`src/rtl/uart_rx_buffer_writer.sv`:
```
// uart_rx_buffer_writer: claims a buffer from the circular buffer controller, fills it from a UART byte stream, pads on idle timeout, hands it back
// Ports:
//   clk_i, rst_n_i                       clock, asynchronous active-low reset
//   s_data_i, s_valid_i, s_ready_o       incoming byte stream (accept on valid && ready)
//   ovf_o                                pulse for each byte presented while not ready (byte dropped)
//   wr_req_o, wr_req_ack_i, wr_req_result_i        buffer claim handshake
//   wr_finish_o, wr_finish_ack_i                   buffer hand-back handshake
//   wr_en_o, wr_data_o, wr_addr_o                  write port into the claimed buffer
//   frame_cnt_o                          number of committed buffers (wrapping)
module uart_rx_buffer_writer #(
    parameter int DATA_WIDTH = 8,
    parameter int DATA_DEPTH = 256,
    parameter int ADDR_WIDTH = 8,
    parameter int TIMEOUT_CYCLES = 1000,
    parameter int RETRY_GAP = 16,
    parameter logic [DATA_WIDTH-1:0] PAD_BYTE = 8'h00
) (
    input  logic                  clk_i,
    input  logic                  rst_n_i,
    input  logic [DATA_WIDTH-1:0] s_data_i,
    input  logic                  s_valid_i,
    output logic                  s_ready_o,
    output logic                  ovf_o,
    output logic                  wr_req_o,
    input  logic                  wr_req_ack_i,
    input  logic                  wr_req_result_i,
    output logic                  wr_finish_o,
    input  logic                  wr_finish_ack_i,
    output logic                  wr_en_o,
    output logic [DATA_WIDTH-1:0] wr_data_o,
    output logic [ADDR_WIDTH-1:0] wr_addr_o,
    output logic [15:0]           frame_cnt_o
);
    localparam int TW = $clog2(TIMEOUT_CYCLES + 1);
    localparam int BW = $clog2(RETRY_GAP + 1);
    localparam logic [ADDR_WIDTH-1:0] LAST = ADDR_WIDTH'(DATA_DEPTH - 1);
    localparam logic [TW-1:0] TMO = TW'(TIMEOUT_CYCLES);
    localparam logic [TW-1:0] TMO_LAST = TW'(TIMEOUT_CYCLES - 1);
    localparam logic [BW-1:0] GAP_LAST = BW'(RETRY_GAP - 1);

    typedef enum logic [2:0] {
        IDLE, REQ, REQ_RELEASE, BACKOFF, WRITE, PAD, FINISH, FINISH_RELEASE
    } state_t;

    state_t                state_q, state_d;
    logic [ADDR_WIDTH-1:0] cnt_q, cnt_d;
    logic [TW-1:0]         idle_q, idle_d;
    logic [BW-1:0]         bo_q, bo_d;
    logic                  res_q, res_d;
    logic                  s_ready_q, s_ready_d;
    logic                  ovf_q, ovf_d;
    logic                  wr_req_q, wr_req_d;
    logic                  wr_finish_q, wr_finish_d;
    logic                  wr_en_q, wr_en_d;
    logic [DATA_WIDTH-1:0] wr_data_q, wr_data_d;
    logic [ADDR_WIDTH-1:0] wr_addr_q, wr_addr_d;
    logic [15:0]           frame_q, frame_d;
    logic                  accept;

    assign accept = s_valid_i && s_ready_q;

    always_comb begin
        state_d   = state_q;
        cnt_d     = cnt_q;
        idle_d    = idle_q;
        bo_d      = bo_q;
        res_d     = res_q;
        frame_d   = frame_q;
        wr_en_d   = 1'b0;
        wr_data_d = wr_data_q;
        wr_addr_d = wr_addr_q;
        ovf_d     = s_valid_i && !s_ready_q;
        case (state_q)
            IDLE: state_d = REQ;
            REQ: begin
                if (wr_req_ack_i) begin
                    res_d   = wr_req_result_i;
                    state_d = REQ_RELEASE;
                end
            end
            REQ_RELEASE: begin
                if (!wr_req_ack_i) begin
                    state_d = res_q ? WRITE : BACKOFF;
                    cnt_d   = '0;
                    idle_d  = '0;
                    bo_d    = '0;
                end
            end
            BACKOFF: begin
                if (bo_q == GAP_LAST) state_d = REQ;
                else bo_d = bo_q + 1'b1;
            end
            WRITE: begin
                if (accept) begin
                    wr_en_d   = 1'b1;
                    wr_data_d = s_data_i;
                    wr_addr_d = cnt_q;
                    cnt_d     = cnt_q + 1'b1;
                    idle_d    = '0;
                    if (cnt_q == LAST) state_d = FINISH;
                end else if (cnt_q != '0) begin
                    // the current cycle is the TIMEOUT_CYCLES-th idle one when the timer already holds TIMEOUT_CYCLES-1
                    if (idle_q >= TMO_LAST) begin
                        idle_d  = TMO;
                        state_d = PAD;
                    end else begin
                        idle_d = idle_q + 1'b1;
                    end
                end
            end
            PAD: begin
                wr_en_d   = 1'b1;
                wr_data_d = PAD_BYTE;
                wr_addr_d = cnt_q;
                cnt_d     = cnt_q + 1'b1;
                if (cnt_q == LAST) state_d = FINISH;
            end
            // wr_finish_o only rises once FINISH is entered, so it trails the last write by a cycle
            FINISH: if (wr_finish_q && wr_finish_ack_i) state_d = FINISH_RELEASE;
            FINISH_RELEASE: begin
                if (!wr_finish_ack_i) begin
                    frame_d = frame_q + 1'b1;
                    state_d = REQ;
                end
            end
            default: state_d = IDLE;
        endcase
        s_ready_d   = state_d == WRITE;
        wr_req_d    = state_d == REQ;
        wr_finish_d = state_q == FINISH && state_d == FINISH;
    end

    always_ff @(posedge clk_i or negedge rst_n_i) begin
        if (!rst_n_i) begin
            state_q     <= IDLE;
            cnt_q       <= '0;
            idle_q      <= '0;
            bo_q        <= '0;
            res_q       <= 1'b0;
            s_ready_q   <= 1'b0;
            ovf_q       <= 1'b0;
            wr_req_q    <= 1'b0;
            wr_finish_q <= 1'b0;
            wr_en_q     <= 1'b0;
            wr_data_q   <= '0;
            wr_addr_q   <= '0;
            frame_q     <= '0;
        end else begin
            state_q     <= state_d;
            cnt_q       <= cnt_d;
            idle_q      <= idle_d;
            bo_q        <= bo_d;
            res_q       <= res_d;
            s_ready_q   <= s_ready_d;
            ovf_q       <= ovf_d;
            wr_req_q    <= wr_req_d;
            wr_finish_q <= wr_finish_d;
            wr_en_q     <= wr_en_d;
            wr_data_q   <= wr_data_d;
            wr_addr_q   <= wr_addr_d;
            frame_q     <= frame_d;
        end
    end

    assign s_ready_o   = s_ready_q;
    assign ovf_o       = ovf_q;
    assign wr_req_o    = wr_req_q;
    assign wr_finish_o = wr_finish_q;
    assign wr_en_o     = wr_en_q;
    assign wr_data_o   = wr_data_q;
    assign wr_addr_o   = wr_addr_q;
    assign frame_cnt_o = frame_q;
endmodule

```
`config.mk`:
```
export PLATFORM = sky130hd
export DESIGN_NAME = uart_rx_buffer_writer
export DESIGN_NICKNAME = d
export VERILOG_FILES = /design/src/rtl/uart_rx_buffer_writer.sv
export SDC_FILE = /design/constraint.sdc
export NUM_CORES = 1
export LEC_CHECK = 0
export ABC_AREA = 1
export CORE_ASPECT_RATIO = 1.4
export CORE_MARGIN = 5
export CORE_UTILIZATION = 55
export CTS_CLUSTER_DIAMETER = 80
export DETAILED_ROUTE_END_ITERATION = 8
export PLACE_DENSITY = 0.88
export SYNTH_ARGS = -nofsm -noshare
export SYNTH_HDL_FRONTEND = slang
export SYNTH_SLANG_ARGS = --single-unit
export TNS_END_PERCENT = 30
```
`constraint.sdc`:
```
create_clock -name clk_i -period 3.88 [get_ports clk_i]
set_clock_uncertainty 0.15 [all_clocks]
set_input_delay 0.776 -clock clk_i [delete_from_list [all_inputs] [get_ports clk_i]]
set_output_delay 0.776 -clock clk_i [all_outputs]
set_load 0.05 [all_outputs]
```
==> results.txt, run 1 <==
Synth area leader -> dfrtp_1
WP data required -> 2.95 ns
Row count -> 33
CTS tree -> built
First-pass GRT wire length -> 13100 um
Area after DPL -> 0.00387 mm^2
PwrDens -> 711 mW/mm^2
Maxcap violations -> 0
Via density -> 5.54
Clk slew on worst S/H paths -> 0.07 ns
Worst Tran Pin Value -> 0.571 ns
Slowest CP cell -> clkdlybuf4s50_1
Dpl cells -> 535
DRC -> 0
Initial Utilization -> 56.2%
Post-synth design cell area -> 0.00330 mm^2
VDD IR-drop max -> 411 uV
Hold Buf Count CTS -> 0
Core Box Area -> 0.00586 mm^2
Vias in the first global route -> 2935
Share of layout cells above drive strength 1 -> 6.65%
Sw frac -> 43.6%
Fin. Hold Viols -> 0
CTS resizes -> 0
Psw -> 1.27 mW
PortBufs -> 50
Critical-path maximum fanout -> 8
Outcome -> finished, final reports clean
Int Pwr -> 1.64 mW
Unrepaired setup endpoints after global routing -> no
Vias -> 3051
Most common cell in the netlist -> nand2_1
Layout Area Growth over Synthesis -> 24.4%
Number of top-level pins -> 51
Clock power share -> 23.2%
Number of antenna diodes -> 0
Drt total wl -> 7690 um
Fill count -> 457
Grt total ovfl -> 0
Gr usage total -> 22.3%
Synth cell count leaders -> nand2_1, dfrtp_1, nor2_1
CP Cell Sequence -> clkdlybuf4s50_1
H-tree depth -> 3
Comb power frac -> 43.4%
Post-Layout Cell Count -> 551
Routed WL per cell -> 14.0 um
Final setup fails -> 0
Reg power frac -> 33.3%
Final layout net count -> 496
Leakage -> 1.97 nW
Dpl ws -> 1.23 ns
Die H -> 102 um
Top post-synthesis cells by area -> dfrtp_1, nand2_1, nand3_1
Critical path class -> register to primary output
Tmin final -> 2.62 ns
Register area -> 0.00160 mm^2
Largest net degree at the start of global routing -> 28
Top_reg_cell synth -> dfrtp_1
Final Cycle Share -> 67.4%
CP max stage delay -> 0.85 ns
Final ANT Viol Nets -> 0
Fmax -> 382 MHz
Die footprint -> 0.00766 mm^2
Synth Instances -> 418
Multi-input logic area -> 0.00151 mm^2
DRT iter0 DRCs -> 216
CP top delay family -> buffers and inverters
Worst setup margin -> 1.26 ns
Number of library cell types mapped by synthesis -> 30
Die Width -> 75.4 um
Skew-Pair Late Insertion Delay -> 0.35 ns
Syn avg cell area -> 7.88 um^2
Initial antenna violation count -> 0
Hold Path Class -> primary input to asynchronous set/reset pin
Initial DRT Pass Iterations -> 7
Sequential area share after synthesis -> 48.6%
Yosys top cell area share -> 48.6%
Type of origin of the critical path -> register
Post-synth EDFFs -> 0
Setup TNS -> 0 ns
Gpl congestion -> 0.896
Design area -> 0.00410 mm^2
Syn nets -> 438
Setup Buffers After CTS -> 0
Synthesized flop and latch total -> 64
Number of CTS-inserted buffers -> 9
Worst-case clock buffer depth -> 2
Slew headroom -> 61.8%
Hpwl dp -> 5590 um
Crit path buffers/inverters -> 1
Clock Sinks -> 64
Asr flop ratio synth -> 100%
Worst path arrival time -> 1.69 ns
Final Max Slew Viols -> 0
Critical Path End Type -> primary output
YS warnings -> 0
Clk root buf -> clkbuf_8
[kinds of logic after synthesis]
family	Yosys count	synth area share (%)
AND/OR/NAND/NOR	238	31.4
flip-flops	64	48.6
buffers and inverters	48	5.73
AO/OA/AOI/OAI	46	7.71
XOR/XNOR	15	3.99
adder cells (fa/ha/maj)	6	2.28
multiplexers	1	0.342
[area by class of cell]
class,count,area share (%)
sequential,64,39.0
multi-input combinational,306,36.7
timing repair buffer,52,12.4
inverter,43,3.94
clock buffer,10,3.11
clock inverter,6,2.62
tap,70,2.14
[worst register-to-register path: cells and delay by family (launching register included)]
| kind | cells | cell delay, ns |
|---|---|---|
| DFF | 1 | 0.49 |
| AOI/OAI and AO/OA | 2 | 0.59 |
| and+or+nand+nor | 3 | 0.50 |
| buffers and inverters | 1 | 0.25 |
[layout by cell type (no fill, tap or decap), types with 11 or more instances in the layout]
cell             instances
nor2_1                  45
inv_1                   40
a21oi_1                 13
o21ai_0                 26
clkdlybuf4s50_1         49
dfrtp_1                 64
nand2_1                128
nand3_1                 35
xor2_1                  11
nand4_1                 11
[per-stage QoR]
stage | total power [mW] | hold WS [ns] | util [%]
finish | 2.92 | 0.240 | 70.0
global route | 3.09 | 0.279 | 70.0
CTS | 2.93 | 0.237 | 70.0
detailed placement | 2.24 | 0.284 | 65.9
global placement | 2.21 | 0.280 | 65.9
floorplan | 1.84 | 0.322 | -
[registers in the layout (all words and copies together), names as in the netlist]
register,flops
frame_cnt_o,16
idle_q,10
cnt_q,8
wr_addr_o,8
wr_data_o,8
bo_q,5
state_q,3
ovf_o,1
res_q,1
s_ready_o,1
wr_en_o,1
wr_finish_o,1
wr_req_o,1
[metal layers]
metal | routed length [um] | GRT usage [%] | part of all wire [%]
met5 | 0 | 0 | 0
met1 | 2980 | 26.3 | 39
met3 | 486 | 4.67 | 6.3
met4 | 210 | 12.2 | 2.7
met2 | 4010 | 37.1 | 52
[power by group through the flow]
stage	logic (mW)	registers [mW]	clock network (mW)
global route	1.38	0.992	0.722
floorplan	0.520	1.32	0
CTS	1.27	0.972	0.692
global placement	1.23	0.973	0
detailed placement	1.26	0.982	0
finish	1.27	0.971	0.678
[path summary, 6_finish.rpt]
path | from | to | slack (ns) | cells after the start
min in group clk_i | s_ready_o | ovf_o | 0.28 | 1
hold reg to reg | s_ready_o | ovf_o | 0.28 | 1
hold / removal | rst_n_i | wr_data_o[7] | 0.24 | 1
max in group asynchronous | rst_n_i | idle_q[2] | 2.57 | 2
setup reg to reg | state_q[0] | cnt_q[0] | 1.81 | 6
setup / recovery | frame_cnt_o[3] | frame_cnt_o[3] | 1.26 | 1
Note: power is estimated with default switching activity, not from simulation.
==> inputs of run 2 (changes only) <==
--- a/config.mk
+++ b/config.mk
@@ -8,10 +8,10 @@
 export ABC_AREA = 1
 export CORE_ASPECT_RATIO = 1.4
 export CORE_MARGIN = 5
-export CORE_UTILIZATION = 55
+export CORE_UTILIZATION = 49
 export CTS_CLUSTER_DIAMETER = 80
 export DETAILED_ROUTE_END_ITERATION = 8
-export PLACE_DENSITY = 0.88
+export PLACE_DENSITY = 0.84
 export SYNTH_ARGS = -nofsm -noshare
 export SYNTH_HDL_FRONTEND = slang
 export SYNTH_SLANG_ARGS = --single-unit
==> constraint.sdc (replaced) <==
create_clock -name clk_i -period 2.25 [get_ports clk_i]
set_clock_uncertainty 0.15 [all_clocks]
set_input_delay 0.45 -clock clk_i [delete_from_list [all_inputs] [get_ports clk_i]]
set_output_delay 0.45 -clock clk_i [all_outputs]
set_load 0.05 [all_outputs]
==> run 2 against run 1 <==
  * Clock-buffer cell count fell by 1
  * First-iteration DRC count decreased by 42%
  * Sequential power increased by 71%
  * Sequential share of layout area down 0.34 points
  * Combinational power increased by 71%
  * Final cell count up 1.8%
  * Sequential cell count did not move
  * Via count shrank 2.7%
  * Clock power grew 59%
  * Core utilization fell by 7.0 points
  * Global-route usage decreased by 3.7 points
  * Critical path type unchanged
  * Largest cell class unchanged
==> results.txt, run 2 (same netlist as run 1, synthesis figures left out) <==
VDD IR-drop max -> 580 uV
WP data required -> 1.65 ns
CTS tree -> built
Gr usage total -> 18.7%
Share of layout cells above drive strength 1 -> 8.01%
Final ANT Viol Nets -> 0
Core Box Area -> 0.00657 mm^2
PortBufs -> 50
Skew-Pair Late Insertion Delay -> 0.35 ns
Most common cell after layout, fill and taps aside -> nand2_1
Fin. Hold Viols -> 0
Max FFs per register -> 16
Critical path class -> register to primary output
Tmin final -> 2.20 ns
Initial DRT Pass Iterations -> 4
Worst path arrival time -> 1.60 ns
Row count -> 35
Worst Tran Pin Value -> 0.515 ns
Multi-input logic area -> 0.00151 mm^2
CP top delay family -> buffers and inverters
Number of CTS-inserted buffers -> 9
Area after DPL -> 0.00391 mm^2
Critical-path maximum fanout -> 4
Final Max Slew Viols -> 0
Initial antenna violation count -> 0
Clk root buf -> clkbuf_8
Vias in the first global route -> 2811
Vias -> 2970
Die H -> 107 um
Final layout net count -> 502
DRT iter0 DRCs -> 125
R2r setup slk -> 0.36 ns
Grt total ovfl -> 0
Initial Utilization -> 50.2%
Worst-case clock buffer depth -> 2
Crit path buffers/inverters -> 1
Unrepaired setup endpoints after global routing -> no
Commonest cells after routing, fill and taps aside -> nand2_1, dfrtp_1, nor2_1
Register area -> 0.00160 mm^2
Design area -> 0.00414 mm^2
Fmax -> 455 MHz
Number of top-level pins -> 51
Number of antenna diodes -> 0
Gpl congestion -> 0.895
Clock Sinks -> 64
CP max stage delay -> 0.83 ns
Hold Path Class -> register to register
Type of origin of the critical path -> register
Clk slew on worst S/H paths -> 0.07 ns
Slew headroom -> 65.6%
Setup TNS -> 0 ns
Final setup fails -> 0
Layout Area Growth over Synthesis -> 25.6%
Maxcap violations -> 0
Critical Path End Type -> primary output
Via density -> 5.29
Fill count -> 562
PwrDens -> 1190 mW/mm^2
Leakage -> 2.04 nW
Slowest CP cell -> clkdlybuf4s50_1
CP Cell Sequence -> clkdlybuf4s50_1
Die Width -> 79.3 um
Outcome -> finished, final reports clean
Drt total wl -> 7180 um
H-tree depth -> 3
Largest net degree at the start of global routing -> 39
Hpwl dp -> 5470 um
Setup Buffers After CTS -> 0
First-pass GRT wire length -> 12500 um
DRC -> 0
Final Cycle Share -> 97.7%
Routed WL per cell -> 12.8 um
Die footprint -> 0.00849 mm^2
## run 2: worst paths after layout
path | start | end | depth (start not counted)
worst max-delay path | frame_cnt_o[1] | frame_cnt_o[1] | 1
worst max register to register | bo_q[0] | bo_q[2] | 9
worst min register to register | s_ready_o | ovf_o | 1
worst min-delay path | s_ready_o | ovf_o | 1
max in group asynchronous | rst_n_i | wr_addr_o[1] | 3
min in group asynchronous | rst_n_i | frame_cnt_o[13] | 3
## run 2: area by class of cell
class                      count  area share (%)
multi-input combinational    306            36.4
sequential                    64            38.7
tap                           74            2.24
clock inverter                 7            2.30
inverter                      43            3.90
clock buffer                   9            2.99
timing repair buffer          58            13.5
## run 2: per-stage QoR
| stage | cells | power, mW | worst slack, ns | util [%] | hold WS [ns] |
|---|---|---|---|---|---|
| finish | 561 | 4.91 | 0.0506 | 63.0 | 0.294 |
| global route | 561 | 5.21 | 0.0114 | 63.0 | 0.311 |
| CTS | 561 | 4.96 | 0.0177 | 62.9 | 0.294 |
| detailed placement | 544 | 3.86 | 0.0543 | 59.5 | 0.284 |
| global placement | 544 | 3.80 | 0.158 | 59.5 | 0.279 |
| floorplan | 418 | 3.18 | 0.413 | - | 0.00441 |
## run 2: power breakdown
part | total (mW) | internal (mW) | switching [mW]
Clock | 1.08 | 0.624 | 0.455
Combinational | 2.17 | 0.686 | 1.48
Sequential | 1.66 | 1.43 | 0.233
Total | 4.91 | 2.74 | 2.17
## run 2: per-layer routing
layer | track usage (%) | up-vias | part of all wire [%]
met1 | 21.5 | 1398 | 42
met4 | 10.8 | 0 | 3.0
met3 | 4.12 | 18 | 4.7
li1 | - | 1482 | -
met2 | 31.5 | 72 | 50
met5 | 0 | - | 0
## run 2: repair_timing
action / in CTS / in global routing
hold endpoints to repair: 26 / 0
setup endpoints to repair: 2 / 2
hold buffers: 1 / 0
resized for setup: 2 / 2
